`src/rtl/vid_yuv2rgb.sv`:
```
// BT.601 Y/Cb/Cr to 8-bit RGB converter with a 3-stage pixel-advanced pipeline.
// The sync and blank signals travel alongside the pixel data, so they keep the same delay.
`timescale 1ns/1ps
module vid_yuv2rgb #(
    parameter int FRAC    = 8,
    parameter bit BLANK_Z = 1'b1
) (
    input  logic       CLK,
    input  logic       RESn,
    input  logic       CE,
    input  logic       BYPASS,
    input  logic       PCE_I,
    input  logic [7:0] Y_I,
    input  logic [7:0] U_I,
    input  logic [7:0] V_I,
    input  logic       HSn_I,
    input  logic       VSn_I,
    input  logic       HBL_I,
    input  logic       VBL_I,
    output logic       PCE_O,
    output logic [7:0] R_O,
    output logic [7:0] G_O,
    output logic [7:0] B_O,
    output logic       HS_O,
    output logic       VS_O,
    output logic       HBL_O,
    output logic       VBL_O
);

    localparam logic signed [19:0] RND = 20'sd1 <<< (FRAC - 1);

    function automatic logic signed [17:0] sx9(input logic signed [8:0] d);
        return {{9{d[8]}}, d};
    endfunction

    function automatic logic signed [19:0] sx18(input logic signed [17:0] p);
        return {{2{p[17]}}, p};
    endfunction

    function automatic logic [7:0] clamp8(input logic signed [19:0] x);
        logic signed [19:0] s;
        s = x >>> FRAC;
        if (s[19])             return 8'h00;
        else if (s > 20'sd255) return 8'hff;
        else                   return s[7:0];
    endfunction

    logic adv;
    assign adv = CE & PCE_I;

    // stage 1: offset removal, sync inversion
    logic              s1_byp, s1_hs, s1_vs, s1_hbl, s1_vbl;
    logic [7:0]        s1_y;
    logic signed [8:0] s1_ud, s1_vd;

    // stage 2: products
    logic               s2_byp, s2_hs, s2_vs, s2_hbl, s2_vbl;
    logic [15:0]        s2_y;
    logic [7:0]         s2_u, s2_v;
    logic signed [17:0] s2_pr, s2_pgu, s2_pgv, s2_pb;

    always_ff @(posedge CLK) begin
        if (!RESn) begin
            s1_byp <= 1'b0; s1_hs <= 1'b0; s1_vs <= 1'b0; s1_hbl <= 1'b0; s1_vbl <= 1'b0;
            s1_y   <= '0;   s1_ud <= '0;   s1_vd <= '0;
        end else if (adv) begin
            s1_byp <= BYPASS;
            s1_hs  <= ~HSn_I;
            s1_vs  <= ~VSn_I;
            s1_hbl <= HBL_I;
            s1_vbl <= VBL_I;
            s1_y   <= Y_I;
            s1_ud  <= $signed({1'b0, U_I}) - 9'sd128;
            s1_vd  <= $signed({1'b0, V_I}) - 9'sd128;
        end
    end

    always_ff @(posedge CLK) begin
        if (!RESn) begin
            s2_byp <= 1'b0; s2_hs <= 1'b0; s2_vs <= 1'b0; s2_hbl <= 1'b0; s2_vbl <= 1'b0;
            s2_y   <= '0;   s2_u  <= '0;   s2_v  <= '0;
            s2_pr  <= '0;   s2_pgu <= '0;  s2_pgv <= '0;  s2_pb <= '0;
        end else if (adv) begin
            s2_byp <= s1_byp;
            s2_hs  <= s1_hs;
            s2_vs  <= s1_vs;
            s2_hbl <= s1_hbl;
            s2_vbl <= s1_vbl;
            s2_y   <= 16'({8'h00, s1_y} << FRAC);
            // raw U/V for bypass: flipping bit 7 undoes the -128 offset
            s2_u   <= s1_ud[7:0] ^ 8'h80;
            s2_v   <= s1_vd[7:0] ^ 8'h80;
            s2_pr  <= sx9(s1_vd) * 18'sd359;
            s2_pgu <= sx9(s1_ud) * 18'sd88;
            s2_pgv <= sx9(s1_vd) * 18'sd183;
            s2_pb  <= sx9(s1_ud) * 18'sd454;
        end
    end

    // stage 3: sum, round, clamp, bypass and blank select
    logic signed [19:0] y_w, r_sum, g_sum, b_sum;
    logic [7:0]         r_nx, g_nx, b_nx;

    always_comb begin
        y_w   = $signed({4'b0000, s2_y});
        r_sum = y_w + sx18(s2_pr) + RND;
        g_sum = y_w - sx18(s2_pgu) - sx18(s2_pgv) + RND;
        b_sum = y_w + sx18(s2_pb) + RND;
        r_nx  = clamp8(r_sum);
        g_nx  = clamp8(g_sum);
        b_nx  = clamp8(b_sum);
        if (s2_byp) begin
            r_nx = s2_u;
            g_nx = s2_y[15:8];
            b_nx = s2_v;
        end
        if (BLANK_Z && (s2_hbl || s2_vbl)) begin
            r_nx = 8'h00;
            g_nx = 8'h00;
            b_nx = 8'h00;
        end
    end

    always_ff @(posedge CLK) begin
        if (!RESn) begin
            PCE_O <= 1'b0;
            R_O   <= '0; G_O <= '0; B_O <= '0;
            HS_O  <= 1'b0; VS_O <= 1'b0; HBL_O <= 1'b0; VBL_O <= 1'b0;
        end else begin
            PCE_O <= adv;
            if (adv) begin
                R_O   <= r_nx;
                G_O   <= g_nx;
                B_O   <= b_nx;
                HS_O  <= s2_hs;
                VS_O  <= s2_vs;
                HBL_O <= s2_hbl;
                VBL_O <= s2_vbl;
            end
        end
    end

endmodule

```
`config.mk`:
```
export PLATFORM = sky130hd
export DESIGN_NAME = vid_yuv2rgb
export DESIGN_NICKNAME = d
export VERILOG_FILES = /design/src/rtl/vid_yuv2rgb.sv
export SDC_FILE = /design/constraint.sdc
export NUM_CORES = 1
export LEC_CHECK = 0
export ABC_AREA = 0
export CELL_PAD_IN_SITES_DETAIL_PLACEMENT = 1
export CELL_PAD_IN_SITES_GLOBAL_PLACEMENT = 1
export CORE_MARGIN = 4
export CORE_UTILIZATION = 48
export CTS_BUF_LIST = sky130_fd_sc_hd__clkbuf_8
export CTS_CLUSTER_DIAMETER = 80
export DETAILED_ROUTE_END_ITERATION = 16
export PLACE_DENSITY = 0.89
export SETUP_SLACK_MARGIN = 0.15
export SLEW_MARGIN = 20
export SYNTH_ARGS = -nofsm -noshare
export SYNTH_HDL_FRONTEND = slang
export SYNTH_SLANG_ARGS = --single-unit
```
`constraint.sdc`:
```
create_clock -name CLK -period 6.1 [get_ports CLK]
set_input_delay 0.915 -clock CLK [delete_from_list [all_inputs] [get_ports CLK]]
set_output_delay 0.915 -clock CLK [all_outputs]
set_load 0.005 [all_outputs]
```
==> metrics.md <==
| Metric | Value |
|---|---|
| Status | finished, final reports clean |
| Worst Hold Endpoint | s1_y[7] |
| Crit path arrival time | about 6000 ps |
| Leak | around 5.7 nW |
| TritonCTS Buffers | 17 |
| Post-route minimum period | around 5600 ps |
| I/O pin cnt | 62 |
| Synth Register Bits | approximately 140 |
| Tot Pwr | roughly 2.8 mW |
| WL final | between 30000 and 40000 um |
| Clk_lat worst skew | roughly 490 ps |
| Core area | about 0.023 mm^2 |
| Placed cells | about 1700 |
| Via density | between 5 and 6 |
| Post-cts resize count | 0 |
| Initial antenna violation count | 0 |
| Post-Syn Area | between 0.01 and 0.015 mm^2 |
| First-pass GRT wire length | between 50000 and 60000 um |
| Die width | 162 um |
| Setup Skew | 18.1 ps |
| Max Clock Freq | 179 MHz |
| H-tree levels | 4 |
| Final Cycle Share | 0.915 |
| Total GRT Usage | 0.271 |
| CP Class | flop to flop |
| Place WS | 672 ps |
| ANT cells | 0 |
| Routed wire length per instance | 20.3 um |
| Synth cell types | 58 |
| Min Hold Slack | 458 ps |
| R2R cell count | 16 |
| CP max stage cell | a2111oi_0 |
| Clock transition at path regs | about 90 ps |
| Area grow syn2layout | 11.7% |
| Max-cap violation count | 0 |
| Fin util | 0.543 |
| CTS tree | yes |
| Post-route cell area | 0.0127 mm^2 |
| Slew Limit Fails | 0 |
| CTS sink count | between 100 and 150 |
| Worst-case clock buffer depth | 2 |
| Die H | between 150 and 200 um |
| Critical hold path startpoint | s1_y[7] |
| Synthesis warning total | 0 |
| Layout cells sized above 1 | 0.0473 |
| Number of synthesized flops with an enable pin | 0 |
| Syn_nets | 1621 |
| Area of the die | ~0.026 mm^2 |
| DRC Markers | 0 |
| Vias post-DR | 9787 |
| Final setup margin | 522 ps |
| Cell Count, Final, Fillers Out | between 1500 and 2000 |
| Cells after Synth | 1340 |
| Initial Util | 0.486 |
| Layout fillers | roughly 2900 |
| Largest net degree at the start of global routing | 87 |
| Sequential area share after synthesis | 0.245 |
| Origin of the critical flop-to-flop path | s1_vd[6] |
| I/O Buffers | 61 |
| Crit start category | flop |
| Layout Nets | 1662 |
| Worst min path class | flop to flop |
| CP peak stage delay | about 830 ps |
| Vias in the first global route | 10800 |
| Synth async-reset ratio | 0 |
| CP Data Required Time | ~6500 ps |
| Endpoints failing hold | 0 |
| Crit-path cells | inv_1, ha_1, ha_1, inv_1, fa_1, inv_1, fa_1, fa_1, ha_1, or2_2, a21oi_1, o31ai_1, a2111oi_0, o31ai_1, xnor2_1, o21ai_0 |
| Setup Buffers After CTS | 0 |
| Row count | 56 |
| PD cells | around 220 mW/mm^2 |
| Min-Delay Path Depth | 2 |
| DPL Wire Length | about 26000 um |
| Highest ir drop seen on vdd | roughly 0.15 mV |
| Reg2Reg Setup Slack | about 520 ps |
| Cell Area, Placed | 0.0123 mm^2 |
| Antenna violation net count after detailed routing | 0 |
| Max-slew headroom | 0.239 |
| CTS Root Buffer Type | clkbuf_8 |
| Avg Cell Area, Syn | ~8.5 um^2 |
| Critical path fanouts, max | 13 |
| CTS Hold Buffers Added | 0 |
| Iter 0 DRT Violations | around 660 |
| Setup violators final | 0 |
| Drt pass-1 iters | 5 |
| RSZ-0062 raised after global routing | false |
| Top FF cell, synth | dfxtp_1 |
| Global route overflow | 0 |
| Final setup TNS | 0 ps |
| Worst R2R End | s2_pr[17] |
| CP Capture Type | flop |
| Slew @ Worst Pin | between 1000 and 1500 ps |
| GP Congestion | 0.873 |
==> synth_stat cells, types with 2 or more instances <==
cell type | n | area [um^2]
a211oi_1 | 17 | 128
a21o_1 | 32 | 240
a21oi_1 | 143 | 716
a221oi_1 | 3 | 26.3
a22oi_1 | 20 | 150
a2bb2oi_1 | 2 | 17.5
a31o_2 | 7 | 61.3
a31oi_1 | 20 | 125
a41o_1 | 2 | 20.0
and2_0 | 2 | 12.5
and2_1 | 8 | 50.1
and3_1 | 4 | 25.0
buf_1 | 5 | 18.8
clkbuf_1 | 43 | 161
dfxtp_1 | 139 | 2780
fa_1 | 69 | 1380
ha_1 | 179 | 2240
inv_1 | 181 | 679
mux2i_1 | 5 | 50.1
nand2_1 | 193 | 724
nand2b_1 | 2 | 12.5
nand3_1 | 22 | 110
nand4_1 | 3 | 18.8
nand4b_1 | 2 | 17.5
nor2_1 | 39 | 146
nor2b_1 | 5 | 31.3
nor3_1 | 14 | 70.1
nor3b_1 | 2 | 15.0
nor4_1 | 2 | 12.5
o211ai_1 | 4 | 30.0
o21a_1 | 5 | 37.5
o21ai_0 | 33 | 165
o21bai_1 | 15 | 113
o22ai_1 | 2 | 12.5
o31ai_1 | 13 | 97.6
or2_2 | 10 | 62.6
or3_1 | 2 | 12.5
or4_1 | 2 | 15.0
xnor2_1 | 51 | 447
xor2_1 | 20 | 175
==> per-layer routing <==
layer  vias to the layer above  global-route usage  routed length [um]
met1                      4858               0.325               14300
met2                       237               0.476               17400
li1                       4594                   -                   -
met5                         -                   0                   0
met3                        98              0.0398                1330
met4                         0               0.131                1700
==> critical path: cells and delay by family (launching register included) <==
| family | cells | cell delay (ps) |
|---|---|---|
| and+or+nand+nor | 1 | 300 |
| adders and majority gates | 6 | 2480 |
| AOI/OAI and AO/OA | 5 | 1520 |
| DFF | 1 | 730 |
| buffers and inverters | 3 | 310 |
| xor gates and xnor gates | 1 | 150 |
==> power breakdown <==
part / switching [mW] / internal (mW) / total, mW
logic: 0.581 / 0.417 / 0.998
registers: 0.0476 / 0.953 / 1.00
clock network: 0.426 / 0.413 / 0.839
==> final cells by class <==
class | instances | area [um^2] | area share
multi-input cells | 970 | 7730 | 0.608
repair buffers | 71 | 686 | 0.0539
well taps | 319 | 399 | 0.0314
clock inverters | 15 | 190 | 0.0150
clock buffers | 17 | 234 | 0.0184
flip-flops and latches | 139 | 2780 | 0.219
inverters | 182 | 686 | 0.0539
==> registers in the layout, summed over array words and instances, names as in the netlist, 11 cells and up <==
name    count
s2_pgu     11
s2_pb      13
s2_pr      12
s2_pgv     16
==> worst max-delay path by stage <==
stage	startpoint	endpoint	slack (ps)	cells after the start
2_1_floorplan	s1_vd[7]	s2_pr[17]	890	17
3_3_place_gp	s1_vd[6]	s2_pr[17]	960	16
3_5_place_dp	s1_vd[6]	s2_pr[17]	670	16
4_1_cts	s1_vd[6]	s2_pr[17]	540	16
5_1_grt	s1_vd[6]	s2_pr[17]	260	16
6_report	s1_vd[6]	s2_pr[17]	520	16
==> logic make-up (layout without fill, tap and decap cells) <==
kind of cell | Yosys count | in the layout | synth area share
AOI/OAI and AO/OA | 330 | 330 | 0.181
and+or+nand+nor | 316 | 316 | 0.120
adders and majority gates | 248 | 248 | 0.318
buffers and inverters | 231 | 285 | 0.0763
DFF | 139 | 139 | 0.245
xor gates and xnor gates | 71 | 71 | 0.0547
muxes | 5 | 5 | 0.00440
==> placed cells by master (no fill, tap or decap), drive strengths merged, types with 7 or more instances in the layout <==
master	instances
fa	69
nand3	22
a21o	32
ha	179
o31ai	14
buf	10
and2	10
o21ai	34
a211oi	18
nor2	39
clkbuf	17
clkdlybuf4s50	61
inv	188
xor2	20
a21oi	145
a31oi	20
xnor2	51
a22oi	20
nor3	14
dfxtp	139
o21bai	15
a31o	7
nand2	193
or2	10
Note: power is estimated with default switching activity, not from simulation.
